## src/rtl/pid_pkg.sv

```systemverilog
// Shared widths and the saturation helper for the PID controller datapath.
package pid_pkg;

  // Default sample width and the derived widths it implies.
  localparam int PID_DW = 14;
  localparam int OW     = 2 * PID_DW + 1;
  localparam int ERR_W  = PID_DW + 1;
  localparam int DIFF_W = PID_DW + 2;

  // Container width for intermediate products and sums before clamping.
  localparam int WIDE_W = 64;

  // Derived widths for an arbitrary sample width.
  function automatic int out_w(input int dw);
    return 2 * dw + 1;
  endfunction

  function automatic int err_w(input int dw);
    return dw + 1;
  endfunction

  function automatic int diff_w(input int dw);
    return dw + 2;
  endfunction

  // Clamp a value of width iw, already sign-extended into the wide container,
  // to the signed range of an ow-bit result. Callers take the low ow bits.
  function automatic logic signed [WIDE_W-1:0] sat_wide(
    input logic signed [WIDE_W-1:0] x,
    input int unsigned              iw,
    input int unsigned              ow
  );
    logic signed [WIDE_W-1:0] hi;
    logic signed [WIDE_W-1:0] lo;
    hi = (64'sd1 <<< (ow - 1)) - 64'sd1;
    lo = -hi - 64'sd1;
    if (iw <= ow)   return x;
    else if (x > hi) return hi;
    else if (x < lo) return lo;
    else             return x;
  endfunction

endpackage

```

## src/rtl/pid_sat_acc.sv

```systemverilog
// Saturating signed integrator: clamps at either rail, never wraps.
module pid_sat_acc
  import pid_pkg::*;
#(
  parameter int OW = pid_pkg::OW
) (
  input  logic                 clk,
  input  logic                 rst,
  input  logic signed [OW-1:0] increment,
  output logic signed [OW-1:0] acc
);

  logic signed [OW-1:0]     acc_q = '0;
  logic signed [OW-1:0]     acc_d;
  logic signed [WIDE_W-1:0] sum_wide;

  // Next accumulator value: one-bit-wider sum clamped back to OW bits.
  always_comb begin
    sum_wide = WIDE_W'(acc_q) + WIDE_W'(increment);
    acc_d    = OW'(sat_wide(sum_wide, OW + 1, OW));
  end

  // Accumulator register; reset discards all integral history.
  always_ff @(posedge clk) begin
    if (rst) acc_q <= '0;
    else     acc_q <= acc_d;
  end

  assign acc = acc_q;

endmodule

```

## src/rtl/pid_controller_core.sv

```systemverilog
// Three-stage pipelined fixed-point PID controller with saturated output.
module pid_controller_core
  import pid_pkg::*;
#(
  parameter int DATA_WIDTH = 14
) (
  input  logic                           clk,
  input  logic                           rst,
  input  logic signed [DATA_WIDTH-1:0]   data_in,
  input  logic signed [DATA_WIDTH-1:0]   set_point,
  input  logic signed [DATA_WIDTH-1:0]   p_coef,
  input  logic signed [DATA_WIDTH-1:0]   i_coef,
  input  logic signed [DATA_WIDTH-1:0]   d_coef,
  output logic signed [2*DATA_WIDTH:0]   data_out
);

  localparam int O_W  = out_w(DATA_WIDTH);
  localparam int E_W  = err_w(DATA_WIDTH);
  localparam int DF_W = diff_w(DATA_WIDTH);
  localparam int S_W  = O_W + 2;

  // Stage 1 state: error, previous error, gain copies.
  logic signed [E_W-1:0]        err_p1_q = '0;
  logic signed [E_W-1:0]        err_prev_p1_q = '0;
  logic signed [DATA_WIDTH-1:0] p_c_p1_q = '0;
  logic signed [DATA_WIDTH-1:0] i_c_p1_q = '0;
  logic signed [DATA_WIDTH-1:0] d_c_p1_q = '0;
  logic signed [E_W-1:0]        err_p1_d;

  // Stage 2 state: P and D terms (integrator lives in pid_sat_acc).
  logic signed [O_W-1:0]        p_term_p2_q = '0;
  logic signed [O_W-1:0]        d_term_p2_q = '0;
  logic signed [O_W-1:0]        p_term_p2_d;
  logic signed [O_W-1:0]        d_term_p2_d;
  logic signed [O_W-1:0]        i_inc_p2;
  logic signed [O_W-1:0]        integ_p2;
  logic signed [DF_W-1:0]       diff_p2;

  // Stage 3 state: saturated control word.
  logic signed [O_W-1:0]        data_out_p3_q = '0;
  logic signed [O_W-1:0]        data_out_p3_d;
  logic signed [S_W-1:0]        sum_p3;

  // Error formed one bit wider than the inputs so it can never overflow.
  always_comb begin
    err_p1_d = E_W'(set_point) - E_W'(data_in);
  end

  // Stage 1 registers.
  always_ff @(posedge clk) begin
    if (rst) begin
      err_p1_q      <= '0;
      err_prev_p1_q <= '0;
      p_c_p1_q      <= '0;
      i_c_p1_q      <= '0;
      d_c_p1_q      <= '0;
    end else begin
      err_p1_q      <= err_p1_d;
      err_prev_p1_q <= err_p1_q;
      p_c_p1_q      <= p_coef;
      i_c_p1_q      <= i_coef;
      d_c_p1_q      <= d_coef;
    end
  end

  // Term products: P fits exactly in O_W bits; D is one bit wider and clamped.
  always_comb begin
    p_term_p2_d = O_W'(WIDE_W'(p_c_p1_q) * WIDE_W'(err_p1_q));
    diff_p2     = DF_W'(err_p1_q) - DF_W'(err_prev_p1_q);
    d_term_p2_d = O_W'(sat_wide(WIDE_W'(d_c_p1_q) * WIDE_W'(diff_p2),
                                DATA_WIDTH + DF_W, O_W));
    i_inc_p2    = O_W'(WIDE_W'(i_c_p1_q) * WIDE_W'(err_p1_q));
  end

  // Stage 2 registers.
  always_ff @(posedge clk) begin
    if (rst) begin
      p_term_p2_q <= '0;
      d_term_p2_q <= '0;
    end else begin
      p_term_p2_q <= p_term_p2_d;
      d_term_p2_q <= d_term_p2_d;
    end
  end

  pid_sat_acc #(
    .OW (O_W)
  ) u_integ (
    .clk       (clk),
    .rst       (rst),
    .increment (i_inc_p2),
    .acc       (integ_p2)
  );

  // Three-term sum carried two bits wide, then clamped to the output range.
  always_comb begin
    sum_p3        = S_W'(p_term_p2_q) + S_W'(d_term_p2_q) + S_W'(integ_p2);
    data_out_p3_d = O_W'(sat_wide(WIDE_W'(sum_p3), S_W, O_W));
  end

  // Stage 3 register.
  always_ff @(posedge clk) begin
    if (rst) data_out_p3_q <= '0;
    else     data_out_p3_q <= data_out_p3_d;
  end

  assign data_out = data_out_p3_q;

endmodule

```

## config.mk

```make
export PLATFORM = sky130hd
export DESIGN_NAME = pid_controller_core
export DESIGN_NICKNAME = d
export VERILOG_FILES = /design/src/rtl/pid_pkg.sv /design/src/rtl/pid_sat_acc.sv /design/src/rtl/pid_controller_core.sv
export SDC_FILE = /design/constraint.sdc
export NUM_CORES = 2
export LEC_CHECK = 0
export CORE_MARGIN = 2
export CORE_UTILIZATION = 28
export CTS_BUF_LIST = sky130_fd_sc_hd__clkbuf_8
export CTS_CLUSTER_SIZE = 30
export DETAILED_ROUTE_END_ITERATION = 6
export HOLD_SLACK_MARGIN = 0.05
export PLACE_DENSITY_LB_ADDON = 0.3
export RECOVER_POWER = 25
export SYNTH_ARGS = -nofsm -noshare
export SYNTH_HDL_FRONTEND = slang
export SYNTH_SLANG_ARGS = --single-unit
```

## constraint.sdc

```tcl
create_clock -name clk -period 25.1 [get_ports clk]
set_input_delay 5.02 -clock clk [delete_from_list [all_inputs] [get_ports clk]]
set_output_delay 5.02 -clock clk [all_outputs]
set_load 0.005 [all_outputs]
```

==> flow_summary.json <==
{
  "finalCritPeriodShare_pct": 40.1,
  "post_synth_num_cell_types": 72,
  "num_rows": 127,
  "synth_seq_cells": 188,
  "area_growth_syn_to_fin_pct": 9.15,
  "route.antenna.remaining_nets": 0,
  "slew_violations": 98,
  "cts_clock_pin_slew_for_the_worst_setup_and_hold_paths_ns": 0.12,
  "grtUsageTotal_pct": 14.6,
  "timing.max_slew.rel_slack_pct": -119,
  "die-width_um": 352,
  "failed_checks": "DRC, capacitance limit, slew limit",
  "rsz_0062_raised_after_global_routing": "no",
  "synth-edff-count": 0,
  "run_status": "complete, but fails checks",
  "syn-instance-count": 3631,
  "grt_antenna_before_repair": 2,
  "hold_path_class": "flip-flop to flip-flop",
  "cts_resized": 0,
  "global_route_wire_length_before_repair_um": 142000,
  "number_of_remaining_drc_errors": 2,
  "overflow": 0,
  "dieArea_um2": 124000,
  "cts_root_buffer": "sky130_fd_sc_hd__clkbuf_8",
  "synth_area_um2": 33900,
  "critPathMaxFanout": 28,
  "yosysWarningCount": 0,
  "drive_gt1_share_pct": 2.76,
  "cp-start-kind": "flip-flop",
  "dpl-instance-area_um2": 36700,
  "worst_path_most_repeated_cell": "sky130_fd_sc_hd__fa_1",
  "synth_largest_type_area_fraction_pct": 41.9,
  "synthTopCellsByArea": "sky130_fd_sc_hd__fa_1 (42%), sky130_fd_sc_hd__dfxtp_1 (11%), sky130_fd_sc_hd__ha_1 (10%), sky130_fd_sc_hd__inv_1 (8.4%), sky130_fd_sc_hd__and2_1 (5.0%)",
  "worst_ep_required_time_ns": 25.54,
  "crit_path_max_incr_delay_ns": 0.89,
  "vias_per_cell": 4.49,
  "ctsHtreeMaxLevel": 4,
  "detail_route.wl_per_cell_um": 16.8,
  "pin_slew_with_the_least_headroom_to_its_limit_ns": 3.29,
  "cts.repair_timing.setup_buffer_count": 0,
  "post-dp-hpwl_um": 73100,
  "detail_route.first_pass.iterations": 7,
  "setup_tns_ns": 0,
  "ys.flop_type": "sky130_fd_sc_hd__dfxtp_1",
  "clk_path_buf_depth": 2,
  "worst-setup-path-type": "flip-flop to flip-flop",
  "synthesis.nets": 4695,
  "vias_in_the_first_global_route": 25000,
  "gp_congestion": 0.831,
  "worst_path_max_delay_cell": "sky130_fd_sc_hd__xor2_1",
  "core_area_um2": 120000,
  "largest_net_degree_at_the_start_of_global_routing": 54,
  "start_util_pct": 28.3,
  "detail_route.iter0.violations": 1197,
  "total_clock_sinks": 188,
  "diodes": 0,
  "mean_syn_cell_area_um2": 9.34,
  "fp.dieH_um": 352,
  "top_level_ports": 101,
  "final.min_clock_period_ns": 10.07,
  "whs_ns": 0.664,
  "synth_async_sr_flop_share_pct": 0,
  "route.vias.total": 23600,
  "cp-end-kind": "flip-flop",
  "timing_hold_violations_final": 0,
  "max_clock_freq_mhz": 99.3,
  "arrival_ns": 10.51,
  "place.port_buffers": 100,
  "worst_skew_pair.late_latency_ns": 0.59,
  "maxCapViolCount": 2,
  "synth_commonest_cells": "sky130_fd_sc_hd__inv_1 (758), sky130_fd_sc_hd__fa_1 (709), sky130_fd_sc_hd__nand2_1 (387), sky130_fd_sc_hd__ha_1 (283), sky130_fd_sc_hd__and2_1 (271)",
  "fin_nets": 4707,
  "drt-total-wl_um": 88200,
  "synth_most_common_cell": "sky130_fd_sc_hd__inv_1",
  "post-synth-top-area-cell": "sky130_fd_sc_hd__fa_1",
  "fin_area_um2": 37000,
  "cts_tree": "built",
  "synth_seq_area_share_pct": 11.1,
  "postCtsHoldBufs": 0,
  "setup_violations": 0,
  "final.setup_skew_ns": 0.0328,
  "tritoncts.num_buffers": 17
}
layout by cell type, fill, tap and decap left out, drive strengths merged, types with 5 or more instances in the layout:
master         Yosys  routed
a21o              54      54
nand4              5       5
xnor2             87      87
dfxtp            188     188
xor2              46      46
a21oi             88      88
inv              758     765
nand3             18      18
nand2b            46      46
nor2b             84      84
a41oi              6       6
o21bai            12      12
o21ai            122     122
or3               12      12
fa               709     709
nand2            387     387
clkbuf           123      22
ha               283     283
buf               13      26
o211ai             7       7
a211oi            18      18
a311oi             5       5
a31oi             15      15
and3              23      23
o31ai             11      11
a211o              8       8
nor2             114     114
clkdlybuf4s50      0      99
a22o               5       5
nor3              30      30
and2             271     271
o21a              19      19
cell families (layout without fill, tap and decap cells):
group / after synthesis / in the layout / share of synthesized area, %
compound gates: 411 / 411 / 8.16
simple gates: 1008 / 1008 / 14.8
xor+xnor: 134 / 134 / 3.50
mux: 4 / 4 / 0.125
buf+inv: 894 / 918 / 10.0
flops: 188 / 188 / 11.1
fa+ha+maj: 992 / 992 / 52.3
sequential cells by signal, indices dropped and copies added (netlist names):
name and cells:
p_term_p2_q 29, data_out 29, err_prev_p1_q 15, i_c_p1_q 14
d_c_p1_q 14, d_term_p2_q 29, err_p1_q 15, u_integ.acc 29
p_c_p1_q 14
worst paths after layout:
| kind | endpoint | from | slack [ns] | depth (start not counted) |
|---|---|---|---|---|
| hold reg to reg | u_integ.acc[0] | u_integ.acc[0] | 0.66 | 3 |
| hold / removal | u_integ.acc[0] | u_integ.acc[0] | 0.66 | 3 |
| setup / recovery | d_term_p2_q[15] | err_p1_q[0] | 15.03 | 34 |
| setup reg to reg | d_term_p2_q[15] | err_p1_q[0] | 15.03 | 34 |
critical path, delay by kind of cell, from the launching register on:
family	cells	cell delay [ns]
XOR/XNOR	2	1.13
flip-flops	1	0.32
buffers and inverters	7	0.68
AND/OR/NAND/NOR	1	0.27
adder cells (fa/ha/maj)	9	3.65
AO/OA/AOI/OAI	15	3.84
through the flow:
step,instances,setup WS [ns],util [%]
after detailed placement,5236,15.06,30.6
after global routing,5267,14.38,30.9
final,5267,15.03,30.9
after CTS,5267,15.01,30.9
after global placement,5236,15.18,30.6
after floorplan,3631,16.61,-
layout make-up:
cell class,count,area (um^2)
well taps,1612,2020
fillers,12700,83000
flip-flops and latches,188,3760
clock inverters,13,126
repair buffers,129,1200
multi-input cells,2549,26800
inverters,758,2850
clock buffers,18,248
per-layer routing:
metal / global-route usage [%] / up-vias / wire (um)
met2: 25.5 / 350 / 44400
met3: 1.65 / 72 / 2680
met5: 0 / - / 0
met4: 3.51 / 0 / 1760
li1: - / 11100 / -
met1: 19.2 / 12200 / 39400
Power is not shown: default switching activity piles up to over one toggle a cycle in this logic, so the estimate is an artifact.
